`config.mk`:
```
export PLATFORM = sky130hd
export DESIGN_NAME = segment_readback
export DESIGN_NICKNAME = d
export VERILOG_FILES = /design/src/rtl/segment_readback.sv
export SDC_FILE = /design/constraint.sdc
export NUM_CORES = 1
export LEC_CHECK = 0
export ABC_CLOCK_PERIOD_IN_PS = 3690
export BUFFER_PORTS_ARGS = -buffer_cell sky130_fd_sc_hd__clkbuf_2
export CORE_AREA = 3 3 89 91
export CTS_CLUSTER_DIAMETER = 100
export DETAILED_ROUTE_END_ITERATION = 8
export DIE_AREA = 0 0 92 94
export GPL_ROUTABILITY_DRIVEN = 1
export GPL_TIMING_DRIVEN = 0
export PLACE_DENSITY_LB_ADDON = 0.3
export SYNTH_ARGS = -nofsm -noshare
export SYNTH_HDL_FRONTEND = slang
export SYNTH_SLANG_ARGS = --single-unit
```
`constraint.sdc`:
```
create_clock -name clk -period 3.69 [get_ports clk]
set_input_delay 0 -clock clk [delete_from_list [all_inputs] [get_ports clk]]
set_output_delay 0 -clock clk [all_outputs]
set_load 0.05 [all_outputs]
```
`src/rtl/segment_readback.sv`:
```
// Debounces a pair of seven-segment digit patterns, decodes them to a 0..99 reading
// and presents each new reading on a valid/ready output slot with wrap/skip/overrun flags.
module segment_readback #(
    parameter int unsigned STABLE_CYCLES = 4
) (
    input  logic       clk,
    input  logic       reset,
    input  logic [6:0] digit1,
    input  logic [6:0] digit2,
    input  logic       ready,
    output logic       valid,
    output logic [6:0] value,
    output logic [3:0] bcd_tens,
    output logic [3:0] bcd_ones,
    output logic       wrap,
    output logic       skip,
    output logic       error,
    output logic       overrun
);

    localparam logic [3:0] STABLE_N  = 4'(STABLE_CYCLES);
    localparam logic [3:0] STABLE_M1 = 4'(STABLE_CYCLES - 1);

    // Returns {decodable, digit}; bit order g,f,e,d,c,b,a.
    function automatic logic [4:0] seg_decode(input logic [6:0] seg);
        logic [4:0] r;
        case (seg)
            7'b0111111: r = {1'b1, 4'd0};
            7'b0000110: r = {1'b1, 4'd1};
            7'b1011011: r = {1'b1, 4'd2};
            7'b1001111: r = {1'b1, 4'd3};
            7'b1100110: r = {1'b1, 4'd4};
            7'b1101101: r = {1'b1, 4'd5};
            7'b1111101: r = {1'b1, 4'd6};
            7'b0000111: r = {1'b1, 4'd7};
            7'b1111111: r = {1'b1, 4'd8};
            7'b1101111: r = {1'b1, 4'd9};
            default:    r = 5'd0;
        endcase
        return r;
    endfunction

    logic [13:0] sample_q, sample_d, last_pat_q, last_pat_d;
    logic [3:0]  cnt_q, cnt_d;
    logic        have_last_q, have_last_d, pending_q, pending_d;
    logic        valid_q, valid_d, wrap_q, wrap_d, skip_q, skip_d;
    logic        error_q, error_d, overrun_q, overrun_d;
    logic [6:0]  value_q, value_d;
    logic [3:0]  tens_q, tens_d, ones_q, ones_d;

    logic [13:0] pattern;
    logic [4:0]  dec1, dec2;
    logic [3:0]  tens_n, ones_n;
    logic [6:0]  val_n;
    logic        match, stable, first_stable, blank, decodable;
    logic        is_new, slot_free, want, capture, wrap_n, skip_n;

    always_comb begin
        pattern      = {digit1, digit2};
        match        = (pattern == sample_q);
        stable       = match && (cnt_q >= STABLE_M1);
        first_stable = match && (cnt_q == STABLE_M1);
        dec1         = seg_decode(digit1);
        dec2         = seg_decode(digit2);
        blank        = (pattern == 14'd0);
        // A blank tens digit reads as a leading zero.
        decodable    = dec2[4] && (dec1[4] || (digit1 == 7'd0));
        tens_n       = dec1[4] ? dec1[3:0] : 4'd0;
        ones_n       = dec2[3:0];
        val_n        = {tens_n, 3'b000} + {2'b00, tens_n, 1'b0} + {3'b000, ones_n};
        is_new       = !have_last_q || (pattern != last_pat_q);
        slot_free    = !valid_q || ready;
        want         = stable && decodable && is_new;
        capture      = want && slot_free;
        // value_q always holds the last accepted reading once have_last_q is set.
        wrap_n       = have_last_q && (val_n == 7'd0) && (value_q == 7'd99);
        skip_n       = have_last_q && !wrap_n && (val_n != 7'(value_q + 7'd1));

        sample_d    = pattern;
        cnt_d       = !match ? 4'd1 : ((cnt_q == STABLE_N) ? cnt_q : 4'(cnt_q + 4'd1));
        last_pat_d  = last_pat_q;
        have_last_d = have_last_q;
        valid_d     = valid_q;
        value_d     = value_q;
        tens_d      = tens_q;
        ones_d      = ones_q;
        wrap_d      = wrap_q;
        skip_d      = skip_q;
        error_d     = first_stable && !blank && !decodable;
        pending_d   = want && !slot_free;
        // A held-off reading is lost if the input moves before the slot frees up.
        overrun_d   = overrun_q || (pending_q && !match);

        // Output slot: a reading transfers on an edge where valid and ready are both 1;
        // data stays frozen while valid is 1 and ready is 0.
        if (capture) begin
            valid_d     = 1'b1;
            value_d     = val_n;
            tens_d      = tens_n;
            ones_d      = ones_n;
            wrap_d      = wrap_n;
            skip_d      = skip_n;
            last_pat_d  = pattern;
            have_last_d = 1'b1;
        end else if (valid_q && ready) begin
            valid_d = 1'b0;
        end
    end

    always_ff @(posedge clk) begin
        if (reset) begin
            sample_q    <= '0;
            cnt_q       <= '0;
            last_pat_q  <= '0;
            have_last_q <= 1'b0;
            pending_q   <= 1'b0;
            valid_q     <= 1'b0;
            value_q     <= '0;
            tens_q      <= '0;
            ones_q      <= '0;
            wrap_q      <= 1'b0;
            skip_q      <= 1'b0;
            error_q     <= 1'b0;
            overrun_q   <= 1'b0;
        end else begin
            sample_q    <= sample_d;
            cnt_q       <= cnt_d;
            last_pat_q  <= last_pat_d;
            have_last_q <= have_last_d;
            pending_q   <= pending_d;
            valid_q     <= valid_d;
            value_q     <= value_d;
            tens_q      <= tens_d;
            ones_q      <= ones_d;
            wrap_q      <= wrap_d;
            skip_q      <= skip_d;
            error_q     <= error_d;
            overrun_q   <= overrun_d;
        end
    end

    assign valid    = valid_q;
    assign value    = value_q;
    assign bcd_tens = tens_q;
    assign bcd_ones = ones_q;
    assign wrap     = wrap_q;
    assign skip     = skip_q;
    assign error    = error_q;
    assign overrun  = overrun_q;

endmodule

```
======== Yosys cells after proc, flatten, opt, wreduce, memory -nomap -nowiden ========
Cells that the tools add are included.
storage, ports and cells
  word-level logic and storage cells ...... 85
  output and inout port bits .............. 20
  bits in writable memories ............... 0
  ROM bits ................................ 0
  memories ................................ 0
  latch bits .............................. 0
  register bits ........................... 54
operators by class
  $mul .................................... 0
  bitwise gates (word level) .............. 1
  add/sub/neg operators ................... 4
  divide/modulo/power cells ............... 0
  reductions and logical operators ........ 31
  $lt $le $gt $ge ......................... 1
  eq/ne operators ......................... 27
  shift-type cells ........................ 0
  muxes and demuxes ....................... 7
operator list
  cell                                                               count
  equality test 7 bit, second input constant                         15
  one-hot mux 5 bit (10 select lines)                                2
  equality test 7 x 3 -> 1 bit, second input constant                4
  logical AND 1 bit                                                  15
  equality test 14 bit                                               1
  equality test 7 x 6 -> 1 bit, second input constant                2
  zero test 14 bit                                                   1
  zero test 7 bit                                                    2
  != test 14 bit                                                     1
  adder 7 x 1 -> 7 bit, second input constant                        1
  adder 7 x 4 -> 7 bit                                               1
  adder 7 x 5 -> 7 bit                                               1
  zero test 1 bit                                                    7
  != test 7 bit                                                      1
  adder 4 x 1 -> 4 bit, second input constant                        1
  equality test 4 x 2 -> 1 bit, second input constant                1
  equality test 4 x 3 -> 1 bit, second input constant                1
  greater-or-equal comparator 4 x 2 -> 1 bit, second input constant  1
  logical OR 1 bit                                                   4
  two-way mux 1 bit                                                  4
  two-way mux 4 bit                                                  1
  != test 2 bit, second input constant                               1
  nonzero test 2 bit                                                 1
  OR reduction 2 bit                                                 1
  inverter 1 bit                                                     1

======== Logic depth before layout (Yosys ltp) ========
  depth after elaboration ................. 11
  depth in mapped cells ................... 14
  depth with buffers taken out ............ 13

======== Worst setup path after synthesis ========
Ideal clock, no wire load.
  path type ............................... input to register
  from .................................... input port digit1[5]
  to ...................................... register skip_q, in the netlist skip
  data required time ...................... 3.571 ns
  setup time .............................. 0.119 ns
  data arrival time ....................... 3.042 ns
  path slack .............................. 0.529 ns
  cell stages on the path ................. 13
  path through ............................ buf_2 or4_4 nor2_1 nand2_1 nand2_1 fa_1 fa_1 xor2_1 xor3_1 nand2_1 a2111oi_0 a31o_2 o21ai_1
between the ends
  longest elaborated chain between the ends .. 11
RTL lines
  element                                      RTL line  source
  start: declaration                           8         input logic [6:0] digit1,
  equality test 7 bit (tied with other cells)  27        case (seg)
  one-hot mux 5 bit (10 select lines) *        27
  two-way mux 4 bit *                          68        tens_n = dec1[4] ? dec1[3:0] : 4'd0;
  named net tens_n[2]                          53        logic [3:0] tens_n, ones_n;
  adder 7 x 5 -> 7 bit *                       70        val_n = {tens_n, 3'b000} + {2'b00, tens_n, 1'b0} + {3'b000, ones_n};
  adder 7 x 4 -> 7 bit *                       70
  zero test 7 bit                              76        wrap_n = have_last_q && (val_n == 7'd0) && (value_q == 7'd99);
  logical AND 1 bit (2 in series)              76
  zero test 1 bit                              77        skip_n = have_last_q && !wrap_n && (val_n != 7'(value_q + 7'd1));
  logical AND 1 bit                            77
  logical AND 1 bit *                          77
  end signal: assignment                       136       skip_q <= skip_d;
  end: declaration                             46        logic valid_q, valid_d, wrap_q, wrap_d, skip_q, skip_d;
Mark *: on every way through the listed nets, which the timed path passes. The rest lies on a longest branch.
A chain may end at the register's enable or synchronous reset.

======== Worst setup path after layout ========
  from .................................... input port digit1[4]
  to ...................................... register skip_q, in the netlist skip
The elaborated chain is that of the path after synthesis.

==> impl_metrics.py <==
metrics = {
    "layout": {
        "drive_above_1_share_pct": 19.62,
        "finish.cell_count_without_fillers": 522,
        "num_antenna_cells": 0,
        "area.sequential_um2": 1061,
        "multi_input_comb_area_um2": 1926,
        "num-fill-cells": 733,
        "finalNetCount": 451,
        "layout.cells.most_common": "sky130_fd_sc_hd__dfxtp_1",
        "final_cell_mix": "sky130_fd_sc_hd__dfxtp_1, sky130_fd_sc_hd__nand3_1, sky130_fd_sc_hd__a21oi_1",
        "syn_to_final_growth_pct": 12.81,
        "final_util_pct": 50.40,
    },
    "critical_path": {
        "worst-r2r-setup-slack_ns": 1.61,
        "worst-endpoint-arrival_ns": 3.71,
        "r2r_end": "bcd_ones[3]",
        "worstSetupEndpointType": "flop",
        "worstPathCellList": "dlygate4sd3_1 > buf_6 > or4_4 > nor2_1 > a41o_1 > fa_1 > fa_2 > xor2_2 > nor4_1 > nand4_1 > o41ai_2 > a31o_2 > o21ai_1",
        "crit_path_cell_count": 13,
        "r2r.worst_path.cells": 8,
        "critical-path-slowest-cell": "sky130_fd_sc_hd__dlygate4sd3_1",
        "timing.critical_path.from_type": "input port",
        "cp_data_required_time_ns": 3.88,
        "crit_fanout": 9,
        "max_stage_delay_ns": 0.56,
        "r2r_start": "sample_q[12]",
        "critPathKind": "in2reg",
        "crit_family": "simple AND/OR/NAND/NOR gates",
        "combined_buffer_and_inverter_count_along_the_critical_path": 2,
    },
    "sta": {
        "slew-limit-headroom_pct": 63.33,
        "summed_negative_setup_slack_over_all_endpoints_ns": 0,
        "postLayoutSetupSlackWorst_ns": 0.1725,
        "worst_clock_skew_on_the_final_layout_ns": 0.01328,
        "worst_pin_slew_ns": 0.5500,
        "finalHoldViolCount": 0,
        "max_freq_mhz": 284.3,
        "setup_violations": 0,
        "timing.final.max_slew_violations": 0,
        "min_period_over_period_pct": 95.33,
        "min_period_ns": 3.518,
    },
    "global_route": {
        "grt_max_degree": 16,
        "first_global_vias": 2850,
        "grt_first_pass_wirelength_um": 14130,
        "track_usage_pct": 20.40,
        "grt_overflow": 0,
        "antenna_found_initial": 0,
    },
    "drt": {
        "total_number_of_vias": 2947,
        "post-route-drc-count": 0,
        "route.final.wire_length_um": 8273,
        "ant_nets": 0,
        "post_drt_via_cell_ratio": 5.646,
        "drt_pass1_iterations": 4,
        "drt-wirelength-per-cell_um": 15.85,
        "drt_iter0_drc": 204,
    },
    "placement": {
        "dp_hpwl_um": 6212,
        "globalplace.congestion": 0.9352,
        "io_buffers": 32,
        "preCtsSetupSlack_ns": 0.2539,
        "dpl.cell_count": 512,
    },
    "logic_synthesis": {
        "synthCells": 381,
        "ys_ff_latch": 53,
        "synth_flop_cell": "sky130_fd_sc_hd__dfxtp_1",
        "netlist-cell-type-count": 54,
        "number_of_enable_type_register_cells_in_the_synthesized_netlist": 0,
        "post_synth.cell_area_avg_um2": 8.460,
        "netlist_top_cells_area": "sky130_fd_sc_hd__dfxtp_1, sky130_fd_sc_hd__xnor2_1, sky130_fd_sc_hd__nand3_1",
        "ys.warnings.count": 0,
        "yosysTopAreaCell": "sky130_fd_sc_hd__dfxtp_1",
        "sequential_fraction_of_the_synthesis_area_pct": 32.92,
        "cell_area_after_synthesis_um2": 3223,
        "mappedNetlistNets": 410,
        "synth.top_cell.area_share_pct": 32.92,
        "async_flop_share_pct": 0,
    },
    "die": {
        "die_h_um": 94,
        "initial_utilization_pct": 44.68,
        "die-area_um2": 8648,
        "design.core.area_um2": 7214,
        "ioPinCount": 37,
        "die_w_um": 92,
        "rows": 31,
    },
    "clocking": {
        "clockBufferDepth": 2,
        "ctsHtreeMaxLevel": 2,
        "cts.reportedPaths.clkPinSlew_ns": 0.08,
        "cts_root_buffer": "sky130_fd_sc_hd__clkbuf_8",
        "clkLatencyLatePin_ns": 0.31,
        "cts-buffers-inserted": 5,
        "tritoncts_clock_tree": "built",
        "cts.sink_count": 53,
    },
    "power": {
        "irDropWorstVdd_v": 0.0001291,
        "leakagePower_uw": 0.001413,
        "power_density_nw_per_um2": 283.8,
    },
    "min_path": {
        "hold_path_depth": 2,
        "min_delay_worst_endpoint": "sample_q[13]",
        "min-delay-path-class": "in2reg",
        "worst_hold_startpoint": "digit1[6]",
    },
    "flow_run": {
        "count_of_maximum_capacitance_violations": 0,
    },
    "run_status": {
        "status": "finished, final reports clean",
    },
}
## logic make-up (layout without fill, tap and decap cells)
group                      count (synthesis)  after routing  share of synthesized area, %
xor gates and xnor gates                  43             43                         12.15
AOI/OAI and AO/OA                         91             91                         17.00
muxes                                      2              2                        0.6599
buffers and inverters                     40             82                         8.230
and+or+nand+nor                          140            140                         23.91
adders and majority gates                 12             12                         5.124
DFF                                       53             53                         32.92
## how the worst max path moves through the flow
stage	start	slack, ns	end
floorplan	digit1[5]	0.53	skip
global placement	digit1[5]	0.24	skip
detailed placement	digit1[5]	0.25	skip
CTS	digit1[4]	0.03	skip
global route	digit1[4]	-0.01	wrap
finish	digit1[4]	0.17	skip
## per-stage QoR
stage          total power, uW  instance area [um^2]  hold WS (ns)
3_3_place_gp             722.2                  3507        0.2959
5_1_grt                   1085                  3636       0.02206
4_1_cts                   1041                  3600       0.02825
3_5_place_dp             725.0                  3507        0.2994
2_1_floorplan            690.6                  3223        0.1798
6_report                  1032                  3636       0.02638
## area by class of cell
| class | instances | area share [%] |
|---|---|---|
| Timing Repair Buffer | 34 | 4.886 |
| Multi-Input combinational cell | 288 | 52.96 |
| Sequential cell | 53 | 29.18 |
| Tap cell | 99 | 3.407 |
| Clock buffer | 6 | 1.996 |
| Buffer | 33 | 6.573 |
| Inverter | 7 | 0.7226 |
| Clock inverter | 2 | 0.2753 |
## flip-flops by register name, summed over array words and instances, names as in the netlist
| register | flops |
|---|---|
| bcd_ones | 3 |
| pending_q | 1 |
| skip | 1 |
| have_last_q | 1 |
| wrap | 1 |
| error | 1 |
| overrun | 1 |
| valid | 1 |
| value | 7 |
| bcd_tens | 4 |
| sample_q | 14 |
| cnt_q | 4 |
| last_pat_q | 14 |
## what timing repair did
action                                  CTS  global route
endpoints found under the setup margin    0             2
buffers inserted                          0             1
hold endpoints to repair                  1             0
hold buffers                              1             0
resized for setup                         0             6
## worst reg2reg max path, stage by stage (launching register included)
cell,delay [ns]
sky130_fd_sc_hd__dfxtp_1,0.31
sky130_fd_sc_hd__xor2_1,0.14
sky130_fd_sc_hd__nor4_1,0.44
sky130_fd_sc_hd__and4_1,0.33
sky130_fd_sc_hd__and3_1,0.22
sky130_fd_sc_hd__buf_6,0.15
sky130_fd_sc_hd__buf_6,0.15
sky130_fd_sc_hd__nand3_1,0.10
sky130_fd_sc_hd__a21oi_1,0.17
## routing by layer
metal	vias to the layer above	wire length (um)	part of all wire (%)	global-route usage, %
li1	1447	-	-	-
met1	1406	3795	46	27.49
met2	85	3960	48	33.82
met3	9	438	5.3	3.926
met4	0	78	0.94	4.703
met5	-	0	0	0
## cell usage after synthesis, drive strengths merged (2+ instances only)
master	n
xnor2	24
nor4	8
or4	3
dfxtp	53
inv	7
ha	10
a21oi	36
and4	2
a31oi	3
nor3	11
o21a	2
nor2	18
nand4b	2
a31o	2
fa	2
xor2	18
buf	28
nand2	16
nand4	11
o21ai	34
and3	4
nor4b	2
nor2b	14
a21o	2
nand2b	2
or2	2
clkbuf	5
nand3	41
## report_power, final
group | switching, uW | internal [uW]
Clock | 185 | 132
Combinational | 78.9 | 52.5
Sequential | 3.58 | 580
Total | 267 | 765
Power figures use the tool's default switching activity.
